===== src/rtl/dff_step_controller.sv =====
// dff_step_controller: schedules one-cycle round-robin capture strobes for LANES flip-flop lanes, free-running (RUN) or key single-step (STEP).
// Latency: raw input to synchronized value 2 cycles; event to lane_en strobe 1 cycle; key press to strobe 2 + DEBOUNCE_CYCLES + 1 cycles.
// Backpressure: none; lanes always take a strobe, and key presses outside STEP are dropped rather than queued.
module dff_step_controller #(
    parameter int unsigned CLK_HZ          = 50000000,
    parameter int unsigned TICK_HZ         = 1,
    parameter int unsigned DEBOUNCE_CYCLES = 1000000,
    parameter int unsigned LANES           = 4,
    localparam int unsigned PTR_W          = (LANES > 1) ? $clog2(LANES) : 1
) (
    input  logic             clk,
    input  logic             reset_n,
    input  logic             key_step_n,
    input  logic             sw_enable,
    input  logic             sw_run,
    output logic [LANES-1:0] lane_en,
    output logic [PTR_W-1:0] lane_ptr,
    output logic [1:0]       state,
    output logic [7:0]       strobe_count,
    output logic             beat
);

    // Prescaler period in clk cycles and counter widths
    localparam int unsigned PERIOD = CLK_HZ / TICK_HZ;
    localparam int unsigned PRE_W  = (PERIOD > 1) ? $clog2(PERIOD) : 1;
    localparam int unsigned DB_W   = $clog2(DEBOUNCE_CYCLES + 1);

    localparam logic [PRE_W-1:0] PRE_LAST = PRE_W'(PERIOD - 1);
    localparam logic [DB_W-1:0]  DB_LAST  = DB_W'(DEBOUNCE_CYCLES - 1);
    localparam logic [PTR_W-1:0] PTR_LAST = PTR_W'(LANES - 1);
    localparam logic [LANES-1:0] LANE0    = LANES'(1);

    typedef enum logic [1:0] {
        ST_IDLE = 2'd0,
        ST_STEP = 2'd1,
        ST_RUN  = 2'd2
    } state_e;

    // Input synchronizers
    logic key_s1_q;
    logic key_s2_q;
    logic en_s1_q;
    logic en_s2_q;
    logic run_s1_q;
    logic run_s2_q;

    // Debounce
    logic            key_pressed;
    logic            key_db_q;
    logic            key_db_d;
    logic [DB_W-1:0] db_cnt_q;
    logic [DB_W-1:0] db_cnt_d;
    logic            step_req_q;
    logic            step_req_d;

    // Mode and prescaler
    state_e           state_q;
    logic [PRE_W-1:0] pre_cnt_q;
    logic [PRE_W-1:0] pre_cnt_d;
    logic             tick;
    logic             strobe_evt;

    // Strobe datapath
    logic [LANES-1:0] lane_en_q;
    logic [LANES-1:0] lane_en_d;
    logic [PTR_W-1:0] lane_ptr_q;
    logic [PTR_W-1:0] lane_ptr_d;
    logic [7:0]       strobe_count_q;
    logic [7:0]       strobe_count_d;
    logic             beat_q;
    logic             beat_d;

    // Two-flop synchronizers: key idles released (high), switches idle off
    always_ff @(posedge clk or negedge reset_n) begin
        if (!reset_n) begin
            key_s1_q <= 1'b1;
            key_s2_q <= 1'b1;
            en_s1_q  <= 1'b0;
            en_s2_q  <= 1'b0;
            run_s1_q <= 1'b0;
            run_s2_q <= 1'b0;
        end else begin
            key_s1_q <= key_step_n;
            key_s2_q <= key_s1_q;
            en_s1_q  <= sw_enable;
            en_s2_q  <= en_s1_q;
            run_s1_q <= sw_run;
            run_s2_q <= run_s1_q;
        end
    end

    assign key_pressed = ~key_s2_q;

    // Debounce next state: accept a new key level only after it disagrees for DEBOUNCE_CYCLES cycles
    always_comb begin
        key_db_d   = key_db_q;
        db_cnt_d   = '0;
        step_req_d = 1'b0;
        if (key_pressed != key_db_q) begin
            if (db_cnt_q == DB_LAST) begin
                key_db_d   = key_pressed;
                db_cnt_d   = '0;
                // Only the press edge requests a step; release is silent
                step_req_d = key_pressed;
            end else begin
                db_cnt_d = db_cnt_q + 1'b1;
            end
        end
    end

    // Debounce registers
    always_ff @(posedge clk or negedge reset_n) begin
        if (!reset_n) begin
            key_db_q   <= 1'b0;
            db_cnt_q   <= '0;
            step_req_q <= 1'b0;
        end else begin
            key_db_q   <= key_db_d;
            db_cnt_q   <= db_cnt_d;
            step_req_q <= step_req_d;
        end
    end

    // Mode FSM: every cycle the next mode is taken straight from the synchronized switches
    always_ff @(posedge clk or negedge reset_n) begin
        if (!reset_n) begin
            state_q <= ST_IDLE;
        end else begin
            case (1'b1)
                !en_s2_q: state_q <= ST_IDLE;
                run_s2_q: state_q <= ST_RUN;
                default:  state_q <= ST_STEP;
            endcase
        end
    end

    // Prescaler next state: counts only while RUN, parked at zero otherwise so RUN entry restarts a full period
    always_comb begin
        pre_cnt_d = '0;
        if (state_q == ST_RUN) begin
            pre_cnt_d = (pre_cnt_q == PRE_LAST) ? '0 : pre_cnt_q + 1'b1;
        end
    end

    // Prescaler register
    always_ff @(posedge clk or negedge reset_n) begin
        if (!reset_n) begin
            pre_cnt_q <= '0;
        end else begin
            pre_cnt_q <= pre_cnt_d;
        end
    end

    assign tick = (state_q == ST_RUN) && (pre_cnt_q == PRE_LAST);

    // The registered mode qualifies events, so a switch change takes effect only once it reaches state_q
    assign strobe_evt = tick || ((state_q == ST_STEP) && step_req_q);

    // Strobe datapath next state: fire the pointed lane, advance pointer, count and toggle beat
    always_comb begin
        lane_en_d      = '0;
        lane_ptr_d     = lane_ptr_q;
        strobe_count_d = strobe_count_q;
        beat_d         = beat_q;
        if (strobe_evt) begin
            lane_en_d      = LANE0 << lane_ptr_q;
            lane_ptr_d     = (lane_ptr_q == PTR_LAST) ? '0 : lane_ptr_q + 1'b1;
            strobe_count_d = strobe_count_q + 8'd1;
            beat_d         = ~beat_q;
        end
    end

    // Strobe datapath registers; pointer and count survive mode changes, only reset clears them
    always_ff @(posedge clk or negedge reset_n) begin
        if (!reset_n) begin
            lane_en_q      <= '0;
            lane_ptr_q     <= '0;
            strobe_count_q <= '0;
            beat_q         <= 1'b0;
        end else begin
            lane_en_q      <= lane_en_d;
            lane_ptr_q     <= lane_ptr_d;
            strobe_count_q <= strobe_count_d;
            beat_q         <= beat_d;
        end
    end

    assign lane_en      = lane_en_q;
    assign lane_ptr     = lane_ptr_q;
    assign state        = state_q;
    assign strobe_count = strobe_count_q;
    assign beat         = beat_q;

endmodule


===== config.mk =====
export PLATFORM = sky130hd
export DESIGN_NAME = dff_step_controller
export DESIGN_NICKNAME = d
export VERILOG_FILES = /design/src/rtl/dff_step_controller.sv
export SDC_FILE = /design/constraint.sdc
export NUM_CORES = 1
export LEC_CHECK = 0
export ABC_CLOCK_PERIOD_IN_PS = 2100
export BUFFER_PORTS_ARGS = -buffer_cell sky130_fd_sc_hd__buf_2
export CORE_MARGIN = 2
export CORE_UTILIZATION = 31
export CTS_CLUSTER_SIZE = 14
export DETAILED_ROUTE_END_ITERATION = 6
export PLACE_DENSITY = 0.54
export SLEW_MARGIN = 20
export SYNTH_ARGS = -nofsm -noshare
export SYNTH_HDL_FRONTEND = slang
export SYNTH_SLANG_ARGS = --single-unit

===== constraint.sdc =====
create_clock -name clk -period 2.1 [get_ports clk]
set_clock_uncertainty 0.05 [all_clocks]
set_input_delay 0.315 -clock clk [delete_from_list [all_inputs] [get_ports clk]]
set_output_delay 0.315 -clock clk [all_outputs]
set_load 0.03 [all_outputs]

==> results.tsv, run 1 <==
stage	metric	value	unit
run_status	status	complete, no violations	
critical_path	cp_slowest_cell	or4_1	
timing	max_freq	0.505	GHz
drt	drt_wl_total	5740	um
floorplanning	die_height	106	um
grt	grt_pass1_vias	2167	
logic_synthesis	synth_top_cell_by_area	dfrtp_1	
floorplanning	initial_utilization	0.317	
critical_path	crit_arrival	2.16	ns
critical_path	crit_type	reg -> reg	
logic_synthesis	ys_seq_elements	71	
placed_design	portBuffers	21	
cells_and_area	n_antenna_cell	0	
floorplanning	die_x	106	um
timing	fin_crit_sh	0.943	
pwr	powerDensity	679	nW/um2
cells_and_area	syn2layout_area_growth	16.9	%
timing	setup_tns	0	ns
hold_path	hold_path_class	reg -> reg	
critical_path	cp_num_buf_inv	0	
logic_synthesis	ys.warnings.count	0	
pwr	intPower	1970	uW
cts	numCtsBuffers	9	
logic_synthesis	syn-cell-area	3240	um2
timing	slew_viol_final	0	
timing	tightest_slew	0.542	ns
cts	root_buffer	clkbuf_8	
drt	first_pass_iters	4	
floorplanning	die_area	11300	um2
pwr	power_frac_seq	0.541	
drt	vias	2199	
critical_path	crit_chain	ha_1, nand3_1, or4_1, nor3_1, xnor2_1, nor2_1	
cells_and_area	area.sequential	1780	um2
timing	setup_viol	0	
critical_path	startpoint_type	flip-flop	
floorplanning	fp.coreArea	10200	um2
pwr	ir_drop	0.000363	V
drt	drcViolationCount	0	
placed_design	routabilityCongestion	0.794	
grt	grt_use_total	0.115	
pwr	p_leak	0.00164	uW
job	cap_violations	0	
drt	drtIter0Drc	86	
logic_synthesis	synth_cell_type_count	37	
critical_path	cp_slowest_stage_delay	0.63	ns
floorplanning	rows	37	
timing	hold_viol_final	0	
cts	cts_buffer_depth	2	
cts	numClockSinks	71	
cells_and_area	fin_nets	354	
timing	grt_setup_unrepaired	no	
critical_path	critPathCaptureType	flip-flop	
logic_synthesis	synth_area_leaders	dfrtp_1 (53%), xnor2_1 (8.4%), nor2_1 (5.9%)	
cts	worstSkewPairLatency	0.35	ns
cells_and_area	final_area	3790	um2
grt	grt_max_degree	27	
pwr	clock_power_share	0.428	
pwr	switching_share	0.235	
pwr	p_comb_frac	0.031	
cts	clk_pin_slew_worst_paths	0.09	ns
grt	antenna_found_initial	0	
logic_synthesis	synth_top_area_frac	0.533	
drt	drt-wirelength-per-cell	11.9	um
floorplanning	ios	22	
timing	hold_ws	0.310	ns
critical_path	worst-endpoint-required	2.28	ns
logic_synthesis	synth_edf_count	0	
logic_synthesis	ys_async_sr_fraction	1.00	
logic_synthesis	synth_fp_nets	318	
logic_synthesis	syn_inst	306	
cts	h-tree-depth	3	
timing	slew_headroom	0.638	
grt	overflow	0	
timing	fin_crit	1.98	ns
cts	cts_tree	yes	
placed_design	dpl.hpwl	4000	um
cells_and_area	multi_input_area	1390	um2
drt	ant_nets	0	
pwr	power_switching	605	uW
critical_path	cp_top_family	simple AND/OR/NAND/NOR gates	
cells_and_area	n_fill_cell	1003	
critical_path	critPathMaxFanout	7	
logic_synthesis	synth.avg_cell_area	10.6	um2
cells_and_area	final_layout_size_suffix_gt1_frac	0.176	
grt	grt_pass1_wl	10200	um
placed_design	placed_cell_area	3550	um2
logic_synthesis	yosysSeqAreaShare	0.549	
logic_synthesis	synth_top_flop_cell	dfrtp_1	
drt	viasPerCell	4.55	
-- worst paths after layout --
check                             startpoint  depth (start not counted)            end  slack [ns]
worst min register to register      key_s1_q                          0       key_s2_q        0.31
worst max register to register  pre_cnt_q[0]                          6  pre_cnt_q[20]        0.12
worst min-delay path                key_s1_q                          0       key_s2_q        0.31
worst max-delay path            pre_cnt_q[0]                          6  pre_cnt_q[20]        0.12
min in group asynchronous            reset_n                          2  pre_cnt_q[20]        0.43
max in group asynchronous            reset_n                          3       key_s1_q        0.88
-- cells by family (layout without fill, tap and decap cells) --
| kind of cell | Yosys count | count (layout) | synth area share |
|---|---|---|---|
| and+or+nand+nor | 152 | 152 | 0.247 |
| DFF | 71 | 71 | 0.549 |
| xor gates and xnor gates | 49 | 49 | 0.132 |
| buffers and inverters | 17 | 58 | 0.0232 |
| AOI/OAI and AO/OA | 8 | 8 | 0.0147 |
| adders and majority gates | 7 | 7 | 0.0270 |
| muxes | 2 | 2 | 0.00656 |
-- power groups by stage --
stage	Clock, uW	Sequential (uW)	Combinational [uW]
after floorplan	0	1420	25.3
after global placement	0	1420	76.7
after detailed placement	0	1420	77.1
after CTS	1150	1390	81.8
after global routing	1210	1390	91.3
final	1100	1390	78.7
-- cell usage after synthesis (3+ instances only) --
master / n
xor2_1: 18
buf_2: 4
dfrtp_1: 69
nor4_1: 4
inv_1: 9
xnor2_1: 31
nand3_1: 24
nor3_2: 5
nand2_1: 16
and3_1: 9
ha_1: 7
and2_1: 6
nor3_1: 6
or3_1: 3
nor2_1: 51
and4_1: 3
nand4_1: 11
o21ai_0: 4
-- cell type report --
type | count | share of cell area
clock buffers | 9 | 0.0327
clock inverters | 7 | 0.0208
multi-input cells | 218 | 0.366
flip-flops and latches | 71 | 0.469
well taps | 136 | 0.0449
inverters | 9 | 0.00891
repair buffers | 33 | 0.0574
-- per-layer routing --
metal / share of wire / vias up / GRT usage
met5: 0 / - / 0
met4: 0.012 / 0 / 0.0310
met3: 0.038 / 5 / 0.0515
met2: 0.44 / 22 / 0.171
met1: 0.50 / 1072 / 0.152
li1: - / 1100 / -
-- state kept, by name, summed over array words and instances (netlist names), 2 cells and up --
| name | flops |
|---|---|
| pre_cnt_q | 26 |
| lane_ptr | 2 |
| lane_en | 4 |
| strobe_count | 8 |
| state | 2 |
| db_cnt_q | 20 |
-- cell usage in the layout, fill, tap and decap left out, types with 3 or more instances in the layout --
master | synthesis | layout
dfrtp_1 | 69 | 69
buf_4 | 1 | 7
and3_1 | 9 | 9
buf_2 | 4 | 21
nand4_1 | 11 | 11
clkinv_4 | 0 | 3
and2_1 | 6 | 6
nor4_1 | 4 | 4
or3_1 | 3 | 3
nor2_1 | 51 | 51
nand3_1 | 24 | 24
clkbuf_8 | 0 | 9
nand2_1 | 16 | 16
and4_1 | 3 | 3
inv_1 | 9 | 9
dlygate4sd3_1 | 0 | 4
nor3_1 | 6 | 6
xor2_1 | 18 | 18
ha_1 | 7 | 7
nor3_2 | 5 | 5
xnor2_1 | 31 | 31
o21ai_0 | 4 | 4
-- what timing repair did --
action                                 in CTS  in global routing
endpoints found under the hold margin      22                  1
hold buffers                                3                  1
buffers inserted                            0                  0
resized for setup                           0                  0
-- stage by stage --
stage | total power, uW | utilization | setup WS [ns] | std cells
final | 2570 | 0.371 | 0.119 | 483
after global routing | 2700 | 0.371 | 0.00153 | 483
after CTS | 2620 | 0.370 | 0.116 | 482
after detailed placement | 1500 | 0.347 | 0.121 | 463
after global placement | 1490 | 0.347 | 0.139 | 463
after floorplan | 1450 | - | 0.241 | 306
Power figures use the tool's default switching activity.
==> run 2: changes to the inputs <==
- ABC_CLOCK_PERIOD_IN_PS: 2100 -> 1600
- CELL_PAD_IN_SITES_DETAIL_PLACEMENT: default -> 0
- CELL_PAD_IN_SITES_GLOBAL_PLACEMENT: default -> 2
- MAX_ROUTING_LAYER: default -> met4
- PLACE_DENSITY: 0.54 -> 0.75
- clock period: 2.1 -> 1.6 ns (I/O delays scaled with it)
==> run 2 against run 1 <==
The run now ends with setup timing left. Global-route usage rose by 2.8 points. Hold slack got worse by 0.0017 ns. Register-to-register slack got worse by 0.36 ns. Clock power rose by 22%. Non-clock buffer count rose by 77. Largest cell class is now multi-input gates.
==> results.tsv, run 2 (same netlist as run 1, synthesis figures left out) <==
stage	metric	value	unit	change
run_status	status	finished, violations left		
run_status	violations	setup timing		
pwr	ir_drop	0.000537	V	+48%
timing	worst_slack	-0.236	ns	-0.356 ns
floorplanning	rows	37		unchanged
critical_path	crit_arrival	2.06	ns	-0.10 ns
floorplanning	die_height	106	um	unchanged
drt	first_pass_iters	5		+1
timing	slew_viol_final	0		unchanged
cts	numClockSinks	71		unchanged
cells_and_area	n_fill_cell	973		-3.0%
floorplanning	fp.coreArea	10200	um2	unchanged
drt	drt-wirelength-per-cell	13.2	um	+11%
drt	drt_wl_total	7460	um	+30%
timing	grt_setup_unrepaired	yes		
timing	hold_ws	0.308	ns	-0.00169 ns
pwr	finalPower	3360	uW	+30%
hold_path	hold_path_end	run_s2_q		
placed_design	routabilityCongestion	0.796		+0.19%
cts	numCtsBuffers	9		unchanged
timing	setup_viol	62		+62
timing	fin_crit	1.84	ns	-0.144 ns
cells_and_area	largest_register_ffs	26		unchanged
critical_path	rrSetupSlack	-0.24	ns	-0.36 ns
cts	worstSkewPairLatency	0.34	ns	about the same
hold_path	min_from	run_s1_q		
cells_and_area	layout_commonest_cell	buf_4		
timing	fin_crit_sh	1.15		+0.205
placed_design	place_ws	-0.281	ns	-0.401 ns
floorplanning	die_x	106	um	unchanged
drt	ant_nets	0		unchanged
critical_path	timing.rr.start	pre_cnt_q[1]		
cts	root_buffer	clkbuf_8		
floorplanning	ios	22		unchanged
cts	h-tree-depth	3		unchanged
floorplanning	initial_utilization	0.317		unchanged
cells_and_area	final_layout_size_suffix_gt1_frac	0.477		+0.301
pwr	powerDensity	686	nW/um2	+1.2%
timing	setup_tns	-6.56	ns	-6.56 ns
drt	viasPerCell	4.53		-0.50%
cts	clk_pin_slew_worst_paths	0.09	ns	about the same
critical_path	startpoint_type	flip-flop		
cts	cts_buffer_depth	2		unchanged
grt	overflow	0		unchanged
placed_design	dpl.hpwl	4650	um	+16%
timing	hold_viol_final	0		unchanged
cts	cts_tree	yes		
cells_and_area	n_antenna_cell	0		unchanged
cells_and_area	fin_nets	435		+23%
timing	slew_headroom	0.388		-0.251
critical_path	rr_worst_depth	5		-1
timing	max_freq	0.545	GHz	+7.9%
critical_path	critPathMaxFanout	6		-1
critical_path	worst-endpoint-required	1.82	ns	-0.46 ns
drt	drtIter0Drc	84		-2.3%
hold_path	holdPathStages	0		unchanged
timing	tightest_slew	0.914	ns	+0.372 ns
grt	grt_max_degree	72		+170%
grt	antenna_found_initial	0		unchanged
placed_design	portBuffers	21		unchanged
floorplanning	die_area	11300	um2	unchanged
critical_path	regToRegEndpoint	pre_cnt_q[14]		
cells_and_area	largest-register	pre_cnt_q		
hold_path	hold_path_class	reg -> reg		
pwr	p_leak	0.00215	uW	+31%
job	cap_violations	0		unchanged
critical_path	crit_type	reg -> reg		
grt	grt_pass1_vias	2641		+22%
cells_and_area	syn2layout_area_growth	50.8	%	
drt	vias	2555		+16%
drt	drcViolationCount	0		unchanged
grt	grt_pass1_wl	12500	um	+23%
grt	grt_use_total	0.143		+0.0282
cells_and_area	layout_common_cells	buf_4 (70), dfrtp_1 (67), xnor2_1 (29), nor2_1 (23), buf_2 (21)		
critical_path	critPathCaptureType	flip-flop		
-- run 2: cell count changes in the layout (fill, tap and decap cells not counted), moves of 5 or more --
cell	before	now
buf_4	7	70
buf_6	0	11
nand3_1	24	18
nand3_2	0	5
nor2_1	51	23
nor2_2	1	10
nor2_4	0	19
-- run 2: area by class of cell --
cell class              instances  area (um2)  area share
multi-input cells             222        1840       0.377
clock inverters                 7        61.3      0.0125
inverters                       9        33.8     0.00691
well taps                     136         170      0.0348
flip-flops and latches         71        1780       0.364
repair buffers                110         875       0.179
clock buffers                   9         124      0.0253
-- run 2: metrics by stage --
| stage | cells | instance area, um2 | utilization |
|---|---|---|---|
| 2_1_floorplan | 306 | 3320 | - |
| 3_3_place_gp | 522 | 4060 | 0.396 |
| 3_5_place_dp | 522 | 4060 | 0.396 |
| 4_1_cts | 559 | 4550 | 0.444 |
| 5_1_grt | 564 | 4890 | 0.478 |
| 6_report | 564 | 4890 | 0.478 |
-- run 2: worst max-delay path by stage --
stage	slack, ns	startpoint	cells past startpoint	end
2_1_floorplan	-0.21	pre_cnt_q[0]	6	pre_cnt_q[18]
3_3_place_gp	-0.23	pre_cnt_q[11]	5	strobe_count[1]
3_5_place_dp	-0.28	pre_cnt_q[1]	5	pre_cnt_q[14]
4_1_cts	-0.19	pre_cnt_q[18]	5	strobe_count[1]
5_1_grt	-0.32	pre_cnt_q[1]	5	pre_cnt_q[14]
6_report	-0.24	pre_cnt_q[1]	5	pre_cnt_q[14]
-- run 2: report_power, final --
part / total [uW] / internal, uW / leakage (uW) / switching (uW)
sequential: 1820 / 1810 / 0.000967 / 11.4
clock: 1340 / 592 / 0.0000888 / 749
combinational: 190 / 81.4 / 0.00109 / 109
total: 3360 / 2490 / 0.00215 / 870
-- run 2: per-layer routing --
layer / GRT usage / vias up / wire length (um)
met3: 0.0276 / 4 / 113
met2: 0.227 / 20 / 3770
met1: 0.184 / 1269 / 3510
met4: 0.0489 / 0 / 68
met5: - / - / 0
li1: - / 1262 / -
-- run 2: what timing repair did --
item                       in CTS  in global routing
cloned                          4                  1
setup buffers                  13                  7
gates resized for setup        28                 69
hold buffers                    4                  0
pin swaps                      20                 40
hold endpoints to repair       72                  0
setup endpoints to repair      63                 63
-- run 2: worst max-delay path, cell delays in order (launching register included) --
cell     delay, ns
dfrtp_1       0.39
ha_2          0.21
nand3_2       0.07
or4_4         0.58
or3_1         0.35
a21oi_2       0.13
==> run 3: changes to the inputs <==
- ABC_CLOCK_PERIOD_IN_PS: 1600 -> 1900
- PLACE_DENSITY: 0.75 -> 0.72
- clock period: 1.6 -> 1.9 ns (I/O delays scaled with it)
==> run 3 against run 2 <==
The run now ends clean. Clock power down 13%. Total power down 16%. Count of clock-buffer cells in the layout unchanged. Maximum frequency down 0.29%. Sequential cell count unchanged. Largest cell class is now sequential cells. Highest routed layer unchanged. Final cell count down 12%. Register-to-register slack better by 0.29 ns.
==> results.tsv, run 3 (same netlist as run 1, synthesis figures left out) <==
stage	metric	value	unit	change
grt	overflow	0		unchanged
cts	numCtsBuffers	9		unchanged
cells_and_area	n_antenna_cell	0		unchanged
cts	cts_buffer_depth	2		unchanged
placed_design	portBuffers	21		unchanged
hold_path	min_from	run_s1_q		
pwr	finalPower	2810	uW	-16%
floorplanning	fp.coreArea	10200	um2	unchanged
hold_path	hold_path_class	reg -> reg		
cells_and_area	fin_nets	370		-15%
critical_path	cp_slowest_stage_delay	0.56	ns	-0.02 ns
hold_path	holdPathStages	0		unchanged
critical_path	rrSetupSlack	0.06	ns	+0.29 ns
drt	drt-wirelength-per-cell	12.7	um	-4.0%
timing	tightest_slew	0.554	ns	-0.360 ns
placed_design	placedCellCount	478		-8.4%
drt	ant_nets	0		unchanged
pwr	powerDensity	711	nW/um2	+3.6%
cells_and_area	fin_cells	499		-12%
timing	fin_crit_sh	0.969		-0.178
critical_path	worst-endpoint-required	2.13	ns	+0.31 ns
cells_and_area	largest-register	pre_cnt_q		
timing	slew_viol_final	0		unchanged
drt	viasPerCell	4.49		-0.78%
run_status	status	complete, no violations		
cts	root_buffer	clkbuf_8		
grt	antenna_found_initial	0		unchanged
cts	numClockSinks	71		unchanged
drt	drtIter0Drc	81		-3.6%
drt	vias	2243		-12%
critical_path	critPathMaxFanout	6		unchanged
cells_and_area	final_layout_size_suffix_gt1_frac	0.231		-0.245
cts	h-tree-depth	3		unchanged
grt	grt_pass1_wl	10900	um	-13%
cells_and_area	syn2layout_area_growth	21.7	%	
floorplanning	ios	22		unchanged
hold_path	hold_path_end	run_s2_q		
timing	slew_headroom	0.628		+0.240
cells_and_area	final_area	3950	um2	-19%
critical_path	crit_arrival	2.07	ns	about the same
timing	fin_crit	1.84	ns	+0.00535 ns
drt	drcViolationCount	0		unchanged
critical_path	cp_slowest_cell	or4_4		
floorplanning	die_height	106	um	unchanged
grt	grt_max_degree	72		unchanged
critical_path	crit_chain	ha_2, nand3_2, or4_4, or3_4, a21oi_2		
floorplanning	die_area	11300	um2	unchanged
pwr	ir_drop	0.000323	V	-40%
cts	worstSkewPairLatency	0.35	ns	about the same
cells_and_area	layout_commonest_cell	dfrtp_1		
placed_design	routabilityCongestion	0.731		-8.1%
grt	grt_use_total	0.126		-0.0166
placed_design	placed_cell_area	3660	um2	-9.7%
cells_and_area	largest_register_ffs	26		unchanged
critical_path	regToRegEndpoint	pre_cnt_q[18]		
critical_path	startpoint_type	flip-flop		
placed_design	dpl.hpwl	4010	um	-14%
timing	hold_ws	0.306	ns	-0.00192 ns
floorplanning	die_x	106	um	unchanged
cts	cts_tree	yes		
timing	max_freq	0.543	GHz	-0.29%
floorplanning	rows	37		unchanged
job	cap_violations	0		unchanged
timing	hold_viol_final	0		unchanged
grt	grt_pass1_vias	2235		-15%
timing	grt_setup_unrepaired	yes		
drt	first_pass_iters	4		-1
critical_path	crit_type	reg -> reg		
timing	setup_viol	0		-100%
drt	drt_wl_total	6340	um	-15%
critical_path	timing.rr.start	pre_cnt_q[1]		
pwr	p_leak	0.00172	uW	-20%
critical_path	critPathCaptureType	flip-flop		
critical_path	rr_worst_depth	5		unchanged
floorplanning	initial_utilization	0.317		unchanged
cells_and_area	layout_common_cells	dfrtp_1 (69), nor2_1 (51), xnor2_1 (31), nand3_1 (23)		
cells_and_area	n_fill_cell	1005		+3.3%
cts	clk_pin_slew_worst_paths	0.09	ns	about the same
-- run 3: changes by cell type in the layout (fill, tap and decap cells not counted), moves of 4 or more --
cell	previous run	this run
buf_4	70	21
nor2_1	23	51
nand3_2	5	1
nor2_4	19	0
nand3_1	18	23
nor2_2	10	1
buf_6	11	1
-- run 3: power by group --
| group | switching (uW) | internal [uW] | leakage (uW) | total, uW |
|---|---|---|---|---|
| registers | 10.2 | 1530 | 0.000971 | 1540 |
| logic | 64.1 | 31.2 | 0.000656 | 95.3 |
| clock network | 669 | 506 | 0.0000907 | 1170 |
-- run 3: what timing repair did --
action | CTS | global route
gates cloned | 0 | 1
resized for setup | 1 | 10
pin swaps | 0 | 2
hold endpoints to repair | 72 | 0
setup buffers | 0 | 0
endpoints found under the setup margin | 2 | 30
hold buffers | 4 | 0
-- run 3: final cells by class --
cell class,count,area [um2],area share
multi-input cells,219,1440,0.365
well taps,136,170,0.0431
repair buffers,48,334,0.0847
clock inverters,7,63.8,0.0162
clock buffers,9,124,0.0314
flip-flops and latches,71,1780,0.451
inverters,9,33.8,0.00856
-- run 3: critical path: cells and delay by family (launching register included) --
| kind | cells | cell delay (ns) |
|---|---|---|
| AOI/OAI and AO/OA | 1 | 0.14 |
| adders and majority gates | 1 | 0.21 |
| and+or+nand+nor | 3 | 1.00 |
| DFF | 1 | 0.38 |
-- run 3: worst max-delay path by stage --
stage | start | endpoint
after floorplan | db_cnt_q[0] | db_cnt_q[18]
after global placement | pre_cnt_q[1] | pre_cnt_q[18]
after detailed placement | pre_cnt_q[1] | pre_cnt_q[18]
after CTS | pre_cnt_q[1] | pre_cnt_q[18]
after global routing | pre_cnt_q[1] | pre_cnt_q[20]
final | pre_cnt_q[1] | pre_cnt_q[18]
-- run 3: layer usage --
metal,vias up,global-route usage,routed length (um)
met2,34,0.184,2820
met1,1070,0.168,3210
met3,8,0.0423,250
met4,0,0.0385,64
met5,-,-,0
li1,1131,-,-
-- run 3: per-stage QoR --
step	TNS (ns)	setup WS, ns	utilization
floorplan	0	0.0414	-
global placement	0	0.0619	0.358
detailed placement	-0.00989	-0.00989	0.358
CTS	0	0.0372	0.380
global route	-0.0153	-0.0107	0.386
finish	0	0.0584	0.386
